`config.mk`:
```
export PLATFORM = sky130hd
export DESIGN_NAME = alu_result_buffer
export DESIGN_NICKNAME = d
export VERILOG_FILES = /design/src/rtl/alu_result_buffer.sv
export SDC_FILE = /design/constraint.sdc
export NUM_CORES = 1
export LEC_CHECK = 0
export BUFFER_PORTS_ARGS = -buffer_cell sky130_fd_sc_hd__buf_2
export CAP_MARGIN = 10
export CORE_MARGIN = 4
export CORE_UTILIZATION = 35
export DETAILED_ROUTE_END_ITERATION = 6
export PLACE_DENSITY = 0.56
export SLEW_MARGIN = 10
export SYNTH_ARGS = -nofsm -noshare
export SYNTH_HDL_FRONTEND = slang
export SYNTH_SLANG_ARGS = --single-unit
```
`constraint.sdc`:
```
create_clock -name clk -period 7.9 [get_ports clk]
set_input_delay 1.58 -clock clk [delete_from_list [all_inputs] [get_ports clk]]
set_output_delay 1.58 -clock clk [all_outputs]
set_load 0.005 [all_outputs]
```
`src/rtl/alu_result_buffer.sv`:
```
`default_nettype none
// ============================================================================
// Module   : alu_result_buffer
// Purpose  : Downstream stage of the ALU. Captures each signed ALU result C
//            and its zero flag Z into a DEPTH-entry first-word-fall-through
//            FIFO, releases them over a valid/ready handshake and keeps
//            running statistics (zero count, drop count, signed min/max).
// Ports    : clk, rst (async, active-high)
//            in_valid/C/Z/in_ready       - producer side (ALU)
//            out_valid/out_ready/out_data/out_zero - consumer side
//            count                       - entries currently stored
//            stat_clr                    - synchronous statistics clear
//            zero_cnt/drop_cnt/max_val/min_val/stats_valid - statistics
// Revision : 1.0 - initial release
// ============================================================================
module alu_result_buffer #(
  parameter int N     = 8,
  parameter int DEPTH = 8,
  parameter int CNT_W = 16
) (
  input  logic                       clk,
  input  logic                       rst,
  input  logic                       in_valid,
  input  logic [N-1:0]               C,
  input  logic                       Z,
  output logic                       in_ready,
  output logic                       out_valid,
  input  logic                       out_ready,
  output logic [N-1:0]               out_data,
  output logic                       out_zero,
  output logic [$clog2(DEPTH):0]     count,
  input  logic                       stat_clr,
  output logic [CNT_W-1:0]           zero_cnt,
  output logic [CNT_W-1:0]           drop_cnt,
  output logic [N-1:0]               max_val,
  output logic [N-1:0]               min_val,
  output logic                       stats_valid
);

  localparam int                c_AW       = $clog2(DEPTH);
  localparam int                c_CW       = c_AW + 1;
  localparam logic [c_CW-1:0]   c_FULL     = c_CW'(DEPTH);
  localparam logic [N-1:0]      c_MOST_NEG = {1'b1, {(N-1){1'b0}}};
  localparam logic [N-1:0]      c_MOST_POS = {1'b0, {(N-1){1'b1}}};
  localparam logic [CNT_W-1:0]  c_CNT_MAX  = '1;

  // --------------------------------------------------------------------------
  // FIFO storage and pointers
  // --------------------------------------------------------------------------
  logic [N-1:0]      r_mem_data [DEPTH];
  logic [DEPTH-1:0]  r_mem_zero;
  logic [c_AW-1:0]   r_wr_ptr;
  logic [c_AW-1:0]   r_rd_ptr;
  logic [c_CW-1:0]   r_count;

  logic w_push;
  logic w_pop;
  logic w_drop;

  // Handshake depends on registered count only, so in_ready has no path
  // from out_ready.
  assign in_ready  = (r_count != c_FULL);
  assign out_valid = (r_count != '0);
  assign w_push    = in_valid & in_ready;
  assign w_pop     = out_valid & out_ready;
  assign w_drop    = in_valid & ~in_ready;

  // First-word-fall-through: head entry read straight from storage.
  assign out_data = r_mem_data[r_rd_ptr];
  assign out_zero = r_mem_zero[r_rd_ptr];
  assign count    = r_count;

  always_ff @(posedge clk or posedge rst) begin
    if (rst) begin
      for (int i = 0; i < DEPTH; i++) begin
        r_mem_data[i] <= '0;
      end
      r_mem_zero <= '0;
    end else if (w_push) begin
      r_mem_data[r_wr_ptr] <= C;
      r_mem_zero[r_wr_ptr] <= Z;
    end
  end

  // Pointers wrap naturally because DEPTH is a power of two.
  always_ff @(posedge clk or posedge rst) begin
    if (rst) begin
      r_wr_ptr <= '0;
      r_rd_ptr <= '0;
      r_count  <= '0;
    end else begin
      if (w_push) r_wr_ptr <= r_wr_ptr + c_AW'(1);
      if (w_pop)  r_rd_ptr <= r_rd_ptr + c_AW'(1);
      unique case ({w_push, w_pop})
        2'b10:   r_count <= r_count + c_CW'(1);
        2'b01:   r_count <= r_count - c_CW'(1);
        default: r_count <= r_count;
      endcase
    end
  end

  // --------------------------------------------------------------------------
  // Statistics
  // A clear selects the reset values as the base, and the same edge's push
  // or drop is then applied on top, so a coinciding sample is not lost.
  // --------------------------------------------------------------------------
  logic [CNT_W-1:0] r_zero_cnt, w_zero_base, w_zero_nxt;
  logic [CNT_W-1:0] r_drop_cnt, w_drop_base, w_drop_nxt;
  logic [N-1:0]     r_max, w_max_base, w_max_nxt;
  logic [N-1:0]     r_min, w_min_base, w_min_nxt;
  logic             r_stats_valid, w_stats_valid_nxt;

  assign w_zero_base = stat_clr ? '0         : r_zero_cnt;
  assign w_drop_base = stat_clr ? '0         : r_drop_cnt;
  assign w_max_base  = stat_clr ? c_MOST_NEG : r_max;
  assign w_min_base  = stat_clr ? c_MOST_POS : r_min;

  always_comb begin
    w_zero_nxt        = w_zero_base;
    w_drop_nxt        = w_drop_base;
    w_max_nxt         = w_max_base;
    w_min_nxt         = w_min_base;
    w_stats_valid_nxt = r_stats_valid & ~stat_clr;

    if (w_push) begin
      if (Z && (w_zero_base != c_CNT_MAX)) w_zero_nxt = w_zero_base + CNT_W'(1);
      if ($signed(C) > $signed(w_max_base)) w_max_nxt = C;
      if ($signed(C) < $signed(w_min_base)) w_min_nxt = C;
      w_stats_valid_nxt = 1'b1;
    end

    if (w_drop && (w_drop_base != c_CNT_MAX)) w_drop_nxt = w_drop_base + CNT_W'(1);
  end

  always_ff @(posedge clk or posedge rst) begin
    if (rst) begin
      r_zero_cnt    <= '0;
      r_drop_cnt    <= '0;
      r_max         <= c_MOST_NEG;
      r_min         <= c_MOST_POS;
      r_stats_valid <= 1'b0;
    end else begin
      r_zero_cnt    <= w_zero_nxt;
      r_drop_cnt    <= w_drop_nxt;
      r_max         <= w_max_nxt;
      r_min         <= w_min_nxt;
      r_stats_valid <= w_stats_valid_nxt;
    end
  end

  assign zero_cnt    = r_zero_cnt;
  assign drop_cnt    = r_drop_cnt;
  assign max_val     = r_max;
  assign min_val     = r_min;
  assign stats_valid = r_stats_valid;

endmodule
`default_nettype wire
```
==> key figures, run 1 <==
Cells and area
  – Share of final-layout standard cells stronger than drive strength 1: a little under a third
  – Sequential Area: 3290 sq um
  – Net count of the finished layout: 678
  – Layout overhead on the synthesized area: 19.0%
  – Layout fillers: between 1,500 and 2,000
  – Ant diodes: 0
  – Combined area of the multi-input logic cells: 3110 sq um

Clocking
  – Insertion delay of the later-clocked pin in the worst-skew pair: about 420 ps
  – CTS tree: done
  – Clock buffers created by TritonCTS: 17
  – CTS clk-pin slew, worst paths: 60 ps
  – CTS max path bufs: 2
  – Depth of the CTS H-tree: 4
  – Buffer type at the clock tree root: clkbuf_16
  – Setup Fix Bufs, Post-CTS: 0
  – CTS Sinks: ~130
  – Cts hold-fix bufs: 0
  – Resized cells post-CTS: 0

Placed design
  – Port-buffer cells: 77
  – Routability congestion estimate: 0.879
  – DPL Wire Length: 11,200 um

Detailed routing
  – Detailed Routing Iterations Pass 1: 5
  – DRT Wirelength: 16,100 um
  – Total number of vias: 4,608
  – Detailed-route wire length per cell: approximately 18 um
  – Remaining routing DRC violations: 0
  – 1st-iter DRT viols: 264
  – Mean number of vias per cell: between 5 and 6
  – Number of routed nets with antenna violations: 0

Power and ir drop
  – Net switching power: around 840 uW
  – Share of total power in the clock network: roughly 31%
  – Cell Int Power: 1920 uW
  – Share of power burned in registers: 39.5%
  – Share of total power consumed by net switching: between 30% and 40%
  – Lkg Pwr: ~0.0035 uW
  – Pwr Density: 352 nW/um^2
  – Worst VDD drop: 0.000174 V
  – Comb power frac: 29.7%

Logic synthesis
  – Top post-synthesis cells by count: 123 x dfrtp_1, 63 x nand2_1, 56 x mux2_2, 39 x o21ai_0, 36 x nor2_1
  – Post-synth EDFFs: 0
  – Cell count after synthesis: 564
  – Netlist area before placement: 6560 sq um
  – Share of the yosys chip area belonging to registers: 50.1%
  – Most used flip-flop cell after synthesis: dfrtp_1
  – Unique masters post-synth: 51
  – Largest area contributor in the synthesized netlist: dfrtp_1
  – Cell types occupying the most area after synthesis: dfrtp_1 47%, mux2_2 9.6%, mux4_2 6.2%
  – Synthesis warning total: 0
  – Post-synthesis register bit count: 131
  – Most frequent cell after synthesis: dfrtp_1
  – Portion of synthesized cell area occupied by the leading cell type: 46.9%
  – Net count of the mapped netlist: 601
  – Synth Area per Inst: 11.6 sq um
  – Share of flip-flops with an asynchronous set or reset after synthesis: 100%

Min path
  – Kind of path behind the tightest hold check: reg -> reg

Worst setup path
  – Buffers and inverters on the worst path: 1
  – Cell family with most CP delay: flip-flops
  – Cells traversed along the worst timing path: mux4_2 -> mux2_2 -> buf_2
  – Largest fanout on the critical path: 20
  – Crit end category: output pin
  – Worst setup path category: reg -> out
  – Slowest-stage cell, CP: dfrtp_1
  – Worst Path Arrival: 2540 ps
  – Delay of the slowest cell on the worst path: 1080 ps
  – Required time of the critical path: 6320 ps
  – Startpoint Class: register

Global route
  – Leftover overflow at the end of global routing: 0
  – Largest net degree at the start of global routing: 51
  – First-pass GRT wire length: 26,600 um
  – Combined global-route utilization of all metal layers: 15.9%
  – Number of global-route vias before repair: 4,901
  – Number of antenna violations at the first check in global routing: 0

Timing
  – Largest clock skew in the final design: 6.53 ps
  – F_max: about 240 MHz
  – Transition at the pin with the smallest max-transition slack: 1120 ps
  – Unrepaired setup endpoints after global routing: false
  – Slew headroom: 25.2%
  – Final number of max-transition violations: 0
  – Final-layout setup total negative slack: 0 ps
  – Shortest period the worst path allows: 4120 ps
  – Final setup fails: 0
  – Worst hold slack: around 480 ps
  – Number of failing hold endpoints at the final stage: 0
  – Final cycle utilization of the critical path: 52.2%

Floorplanning
  – Area of the placeable core: 18,200 sq um
  – Die outline area: 21,000 sq um
  – Overall die width: 145 um
  – Starting density of the core: 36.0%
  – I/O pin cnt: between 70 and 80
  – Die boundary height: 145 um
  – Std-Cell Rows: 49

Flow run
  – Max-cap viol count: 0

Outcome
  – Status: finished, final reports clean
==> power by group through the flow <==
stage	logic, uW	clock network [uW]	registers [uW]
6_report	818	846	1090
5_1_grt	917	888	1120
4_1_cts	836	857	1090
3_5_place_dp	829	0	1100
3_3_place_gp	804	0	1080
2_1_floorplan	652	0	1000
==> registers in the layout (all words and copies together), names as in the netlist <==
| register | cells |
|---|---|
| r_mem_data | 64 |
| max_val | 8 |
| stats_valid | 1 |
| zero_cnt | 16 |
| count | 4 |
| r_wr_ptr | 3 |
| r_mem_zero | 8 |
| r_rd_ptr | 3 |
| drop_cnt | 16 |
| min_val | 8 |
==> cells by family (layout without fill, tap and decap cells) <==
family                   Yosys count  count (layout)  share of synthesized area [%]
adder cells (fa/ha/maj)           23              23                           4.50
AND/OR/NAND/NOR                  184             184                           14.8
multiplexers                      92              92                           18.5
buffers and inverters             41             131                           2.42
AO/OA/AOI/OAI                     67              67                           6.16
XOR/XNOR                          26              26                           3.47
flip-flops                       131             131                           50.1
==> through the flow <==
| stage | worst slack (ps) | util, % | power [uW] | cell area (sq um) | instances |
|---|---|---|---|---|---|
| 2_1_floorplan | 2840 | - | 1660 | 6560 | 564 |
| 3_3_place_gp | 3520 | 39.4 | 1890 | 7170 | 851 |
| 3_5_place_dp | 3360 | 39.4 | 1930 | 7170 | 851 |
| 4_1_cts | 3760 | 42.9 | 2780 | 7810 | 883 |
| 5_1_grt | 3580 | 42.9 | 2930 | 7810 | 883 |
| 6_report | 3780 | 42.9 | 2750 | 7810 | 883 |
==> worst reg2reg max path: stages, from the launching register on <==
cell,delay [ps]
dfrtp_1,420
nor4b_4,180
nor2_2,390
clkinv_1,390
ha_1,340
ha_1,280
a21o_2,210
a21oi_1,160
xnor2_1,140
nor2_1,70
xor2_1,140
==> worst paths after layout <==
check / startpoint / to / slack [ps] / depth (start not counted)
max: r_rd_ptr[1]$_DFFE_PP0P_ / out_data[1] / 3780 / 3
min: r_mem_data[16]$_DFFE_PP0P_ / r_mem_data[16]$_DFFE_PP0P_ / 480 / 2
max reg2reg: count[3]$_DFFE_PP0P_ / count[3]$_DFFE_PP0P_ / 5060 / 10
min reg2reg: r_mem_data[16]$_DFFE_PP0P_ / r_mem_data[16]$_DFFE_PP0P_ / 480 / 2
max in group asynchronous: rst / r_mem_data[40]$_DFFE_PP0P_ / 5090 / 4
min in group asynchronous: rst / zero_cnt[9]$_DFF_PP0_ / 1200 / 2
==> per-layer routing <==
layer	GRT usage, %	routed length (um)	up-vias
met5	0	0	-
li1	-	-	2170
met2	25.7	7960	83
met4	5.99	261	0
met1	20.9	7350	2338
met3	3.84	540	17
==> cell usage in the layout, fill, tap and decap left out, types with 4 or more instances in the layout <==
cell         n
mux2_2      56
xor2_1       5
dfrtp_1    123
nor4_1       5
o21ai_0     39
a211oi_1     4
nand3_1     15
and3_1       4
nor2b_1     17
ha_1        22
nand2_1     63
nor2_1      36
mux2i_1     18
and4_1       4
inv_1       16
nand2b_1     4
buf_2       77
nand4_1     11
nor3_1       7
mux4_2      18
xnor2_1     21
dfstp_2      8
a21oi_1      8
a21o_1       5
bufinv_16    4
clkbuf_16   17
==> cell type report <==
type	count	area share [%]
clock buffers	20	5.85
clock inverters	12	2.29
inverters	19	0.946
multi-input cells	392	39.9
flip-flops and latches	131	42.1
well taps	229	3.67
repair buffers	80	5.23
Note: power is estimated with default switching activity, not from simulation.
==> run 2: changes to the inputs <==
clock period = 3.9 ns   (was 7.9 ns; I/O delays follow)
==> run 2 against run 1 <==
Compared with the run above:
- cell area rose by 0.83%
- setup slack got worse by 2800 ps
- via count rose by 0.95%
- non-clock buffer count rose by 5
- core utilization rose by 0.36 points
- clock power rose by 110%
- flip-flop and latch count did not move
- die area did not move
- critical path type unchanged
- count of clock-buffer cells in the layout did not move
- total power rose by 100%
- hold slack barely moved
==> key figures, run 2 (same netlist as run 1, synthesis figures left out) <==
Outcome
  – Status: finished, final reports clean (unchanged)

Power and ir drop
  – Post-layout total power: 5620 uW (was 2750 uW)
  – Pwr Density: 714 nW/um^2 (was 352 nW/um^2)
  – Lkg Pwr: 0.00358 uW (was 0.00354 uW)
  – Worst VDD drop: 0.000358 V (was 0.000174 V)

Placed design
  – Placed Instance Area: 7220 sq um (was 7170 sq um)
  – Routability congestion estimate: 0.858 (was 0.879)
  – DPL Wire Length: 11,100 um (was 11,200 um)
  – Port-buffer cells: 77 (unchanged)

Clocking
  – Depth of the CTS H-tree: 4 (unchanged)
  – CTS tree: done (unchanged)
  – CTS Sinks: 131 (unchanged)
  – Clock buffers created by TritonCTS: 17 (unchanged)
  – Insertion delay of the later-clocked pin in the worst-skew pair: 410 ps (was 420 ps)
  – Cts hold-fix bufs: 0 (unchanged)
  – Setup Fix Bufs, Post-CTS: 0 (unchanged)
  – CTS max path bufs: 2 (unchanged)
  – Resized cells post-CTS: 0 (unchanged)
  – CTS clk-pin slew, worst paths: 60 ps (about the same)
  – Buffer type at the clock tree root: clkbuf_16 (unchanged)

Detailed routing
  – Detailed-route wire length per cell: 18.0 um (was 18.2 um)
  – Number of routed nets with antenna violations: 0 (unchanged)
  – Detailed Routing Iterations Pass 1: 5 (unchanged)
  – 1st-iter DRT viols: 282 (was 264)
  – DRT Wirelength: 16,000 um (was 16,100 um)
  – Mean number of vias per cell: 5.24 (was 5.22)
  – Remaining routing DRC violations: 0 (unchanged)
  – Total number of vias: 4,652 (was 4,608)

Worst setup path
  – Crit end category: output pin (unchanged)
  – Worst setup path category: reg -> out (unchanged)
  – Startpoint of the most critical setup path: r_rd_ptr[0]$_DFFE_PP0P_ (was r_rd_ptr[1]$_DFFE_PP0P_)
  – Cells on worst reg2reg path: 10 (unchanged)
  – Largest fanout on the critical path: 18 (was 20)
  – Register-to-Register Setup Slack: 1130 ps (was 5060 ps)
  – Cell family with most CP delay: multiplexers (was flip-flops)
  – Slowest-stage cell, CP: mux4_2 (was dfrtp_1)
  – End of the critical path: out_zero (was out_data[1])
  – Worst Path Arrival: 2140 ps (was 2540 ps)
  – Cells traversed along the worst timing path: buf_4 -> mux4_2 -> mux2_2 -> buf_2 (was mux4_2 -> mux2_2 -> buf_2)
  – Capturing point of the worst reg2reg path: count[3]$_DFFE_PP0P_ (unchanged)
  – Required time of the critical path: 3120 ps (was 6320 ps)
  – Delay of the slowest cell on the worst path: 550 ps (was 1080 ps)
  – Startpoint Class: register (unchanged)
  – Origin of the critical flop-to-flop path: count[0]$_DFFE_PP0P_ (was count[3]$_DFFE_PP0P_)
  – Buffers and inverters on the worst path: 2 (was 1)
  – CP Depth: 4 (was 3)

Floorplanning
  – Starting density of the core: 36.0% (unchanged)
  – I/O pin cnt: 78 (unchanged)
  – Overall die width: 145 um (unchanged)
  – Area of the placeable core: 18,200 sq um (unchanged)
  – Die boundary height: 145 um (unchanged)
  – Std-Cell Rows: 49 (unchanged)
  – Die outline area: 21,000 sq um (unchanged)

Timing
  – F_max: 342 MHz
  – Largest clock skew in the final design: 13.1 ps (was 6.53 ps)
  – Unrepaired setup endpoints after global routing: false (unchanged)
  – Transition at the pin with the smallest max-transition slack: 894 ps (was 1120 ps)
  – Slew headroom: 40.1% (was 25.2%)
  – Number of failing hold endpoints at the final stage: 0 (unchanged)
  – Final cycle utilization of the critical path: 75.0%
  – Final-layout setup total negative slack: 0 ps (unchanged)
  – Final setup fails: 0 (unchanged)
  – Shortest period the worst path allows: 2920 ps
  – Final number of max-transition violations: 0 (unchanged)

Global route
  – Largest net degree at the start of global routing: 132 (was 51)
  – Combined global-route utilization of all metal layers: 15.4% (was 15.9%)
  – Number of global-route vias before repair: 4,787 (was 4,901)
  – Number of antenna violations at the first check in global routing: 0 (unchanged)
  – First-pass GRT wire length: 26,100 um (was 26,600 um)
  – Leftover overflow at the end of global routing: 0 (unchanged)

Cells and area
  – Sequential Area: 3290 sq um (unchanged)
  – Most used cells in the layout excluding fill and tap cells: 123 x dfrtp_1, 77 x buf_2, 63 x nand2_1, 56 x mux2_2, 39 x o21ai_0 (unchanged)
  – Ant diodes: 0 (unchanged)
  – Share of final-layout standard cells stronger than drive strength 1: 31.6% (was 31.2%)
  – Max reg flops: 64 (unchanged)
  – Top reg by flops: r_mem_data (unchanged)
  – Layout fillers: 1,699 (unchanged)
  – Net count of the finished layout: 683 (was 678)
  – Most common cell after layout, fill and taps aside: dfrtp_1 (unchanged)
  – Layout Cell Area excl Fill: 7870 sq um (was 7810 sq um)
  – Combined area of the multi-input logic cells: 3110 sq um (unchanged)
  – Layout overhead on the synthesized area: 20.0% (was 19.0%)

Min path
  – Kind of path behind the tightest hold check: reg -> reg (unchanged)

Flow run
  – Max-cap viol count: 0 (unchanged)
run 2: changes by cell type in the layout (fill, tap and decap cells not counted):
cell        delta
buf_12         +1
clkinv_4       +1
buf_4          +4
clkbuf_8       -1
inv_4          -1
bufinv_16      +1
clkinvlp_4     -1
clkbuf_1       +1
run 2: how the worst min path moves through the flow:
stage | from | endpoint | slack [ps] | cells after the start
2_1_floorplan | r_mem_data[48]$_DFFE_PP0P_ | r_mem_data[48]$_DFFE_PP0P_ | 440 | 2
3_3_place_gp | r_mem_data[19]$_DFFE_PP0P_ | r_mem_data[19]$_DFFE_PP0P_ | 460 | 2
3_5_place_dp | stats_valid$_DFF_PP0_ | stats_valid$_DFF_PP0_ | 470 | 1
4_1_cts | stats_valid$_DFF_PP0_ | stats_valid$_DFF_PP0_ | 490 | 1
5_1_grt | r_mem_data[23]$_DFFE_PP0P_ | r_mem_data[23]$_DFFE_PP0P_ | 500 | 2
6_report | r_mem_data[34]$_DFFE_PP0P_ | r_mem_data[34]$_DFFE_PP0P_ | 480 | 2
run 2: power breakdown:
part / total, uW / switching, uW / internal, uW
Combinational: 1710 / 752 / 961
Clock: 1750 / 593 / 1150
Sequential: 2160 / 332 / 1830
run 2: metal layers:
metal,vias up,track usage [%],share of wire [%]
met4,0,5.61,1.9
met3,19,3.68,3.4
met1,2346,20.9,46
li1,2190,-,-
met5,-,0,0
met2,97,24.4,49
run 2: per-stage QoR:
step | hold WS [ps] | utilization, % | worst slack [ps] | instances
final | 477 | 43.2 | 976 | 888
after global routing | 501 | 43.2 | 839 | 888
after CTS | 485 | 43.2 | 912 | 888
after detailed placement | 470 | 39.7 | 741 | 856
after global placement | 458 | 39.7 | 893 | 856
after floorplan | 445 | - | 746 | 564
run 2: area by class of cell:
cell class                 instances  share of cell area [%]
clock buffer                      20                    5.67
timing repair buffer              85                    5.82
inverter                          19                   0.954
clock inverter                    12                    2.58
sequential                       131                    41.8
tap                              229                    3.64
multi-input combinational        392                    39.6
run 2: worst min-delay path, cell delays in order (launching register included):
cell	delay [ps]
dfrtp_1	340
nand2_1	40
o21ai_0	60
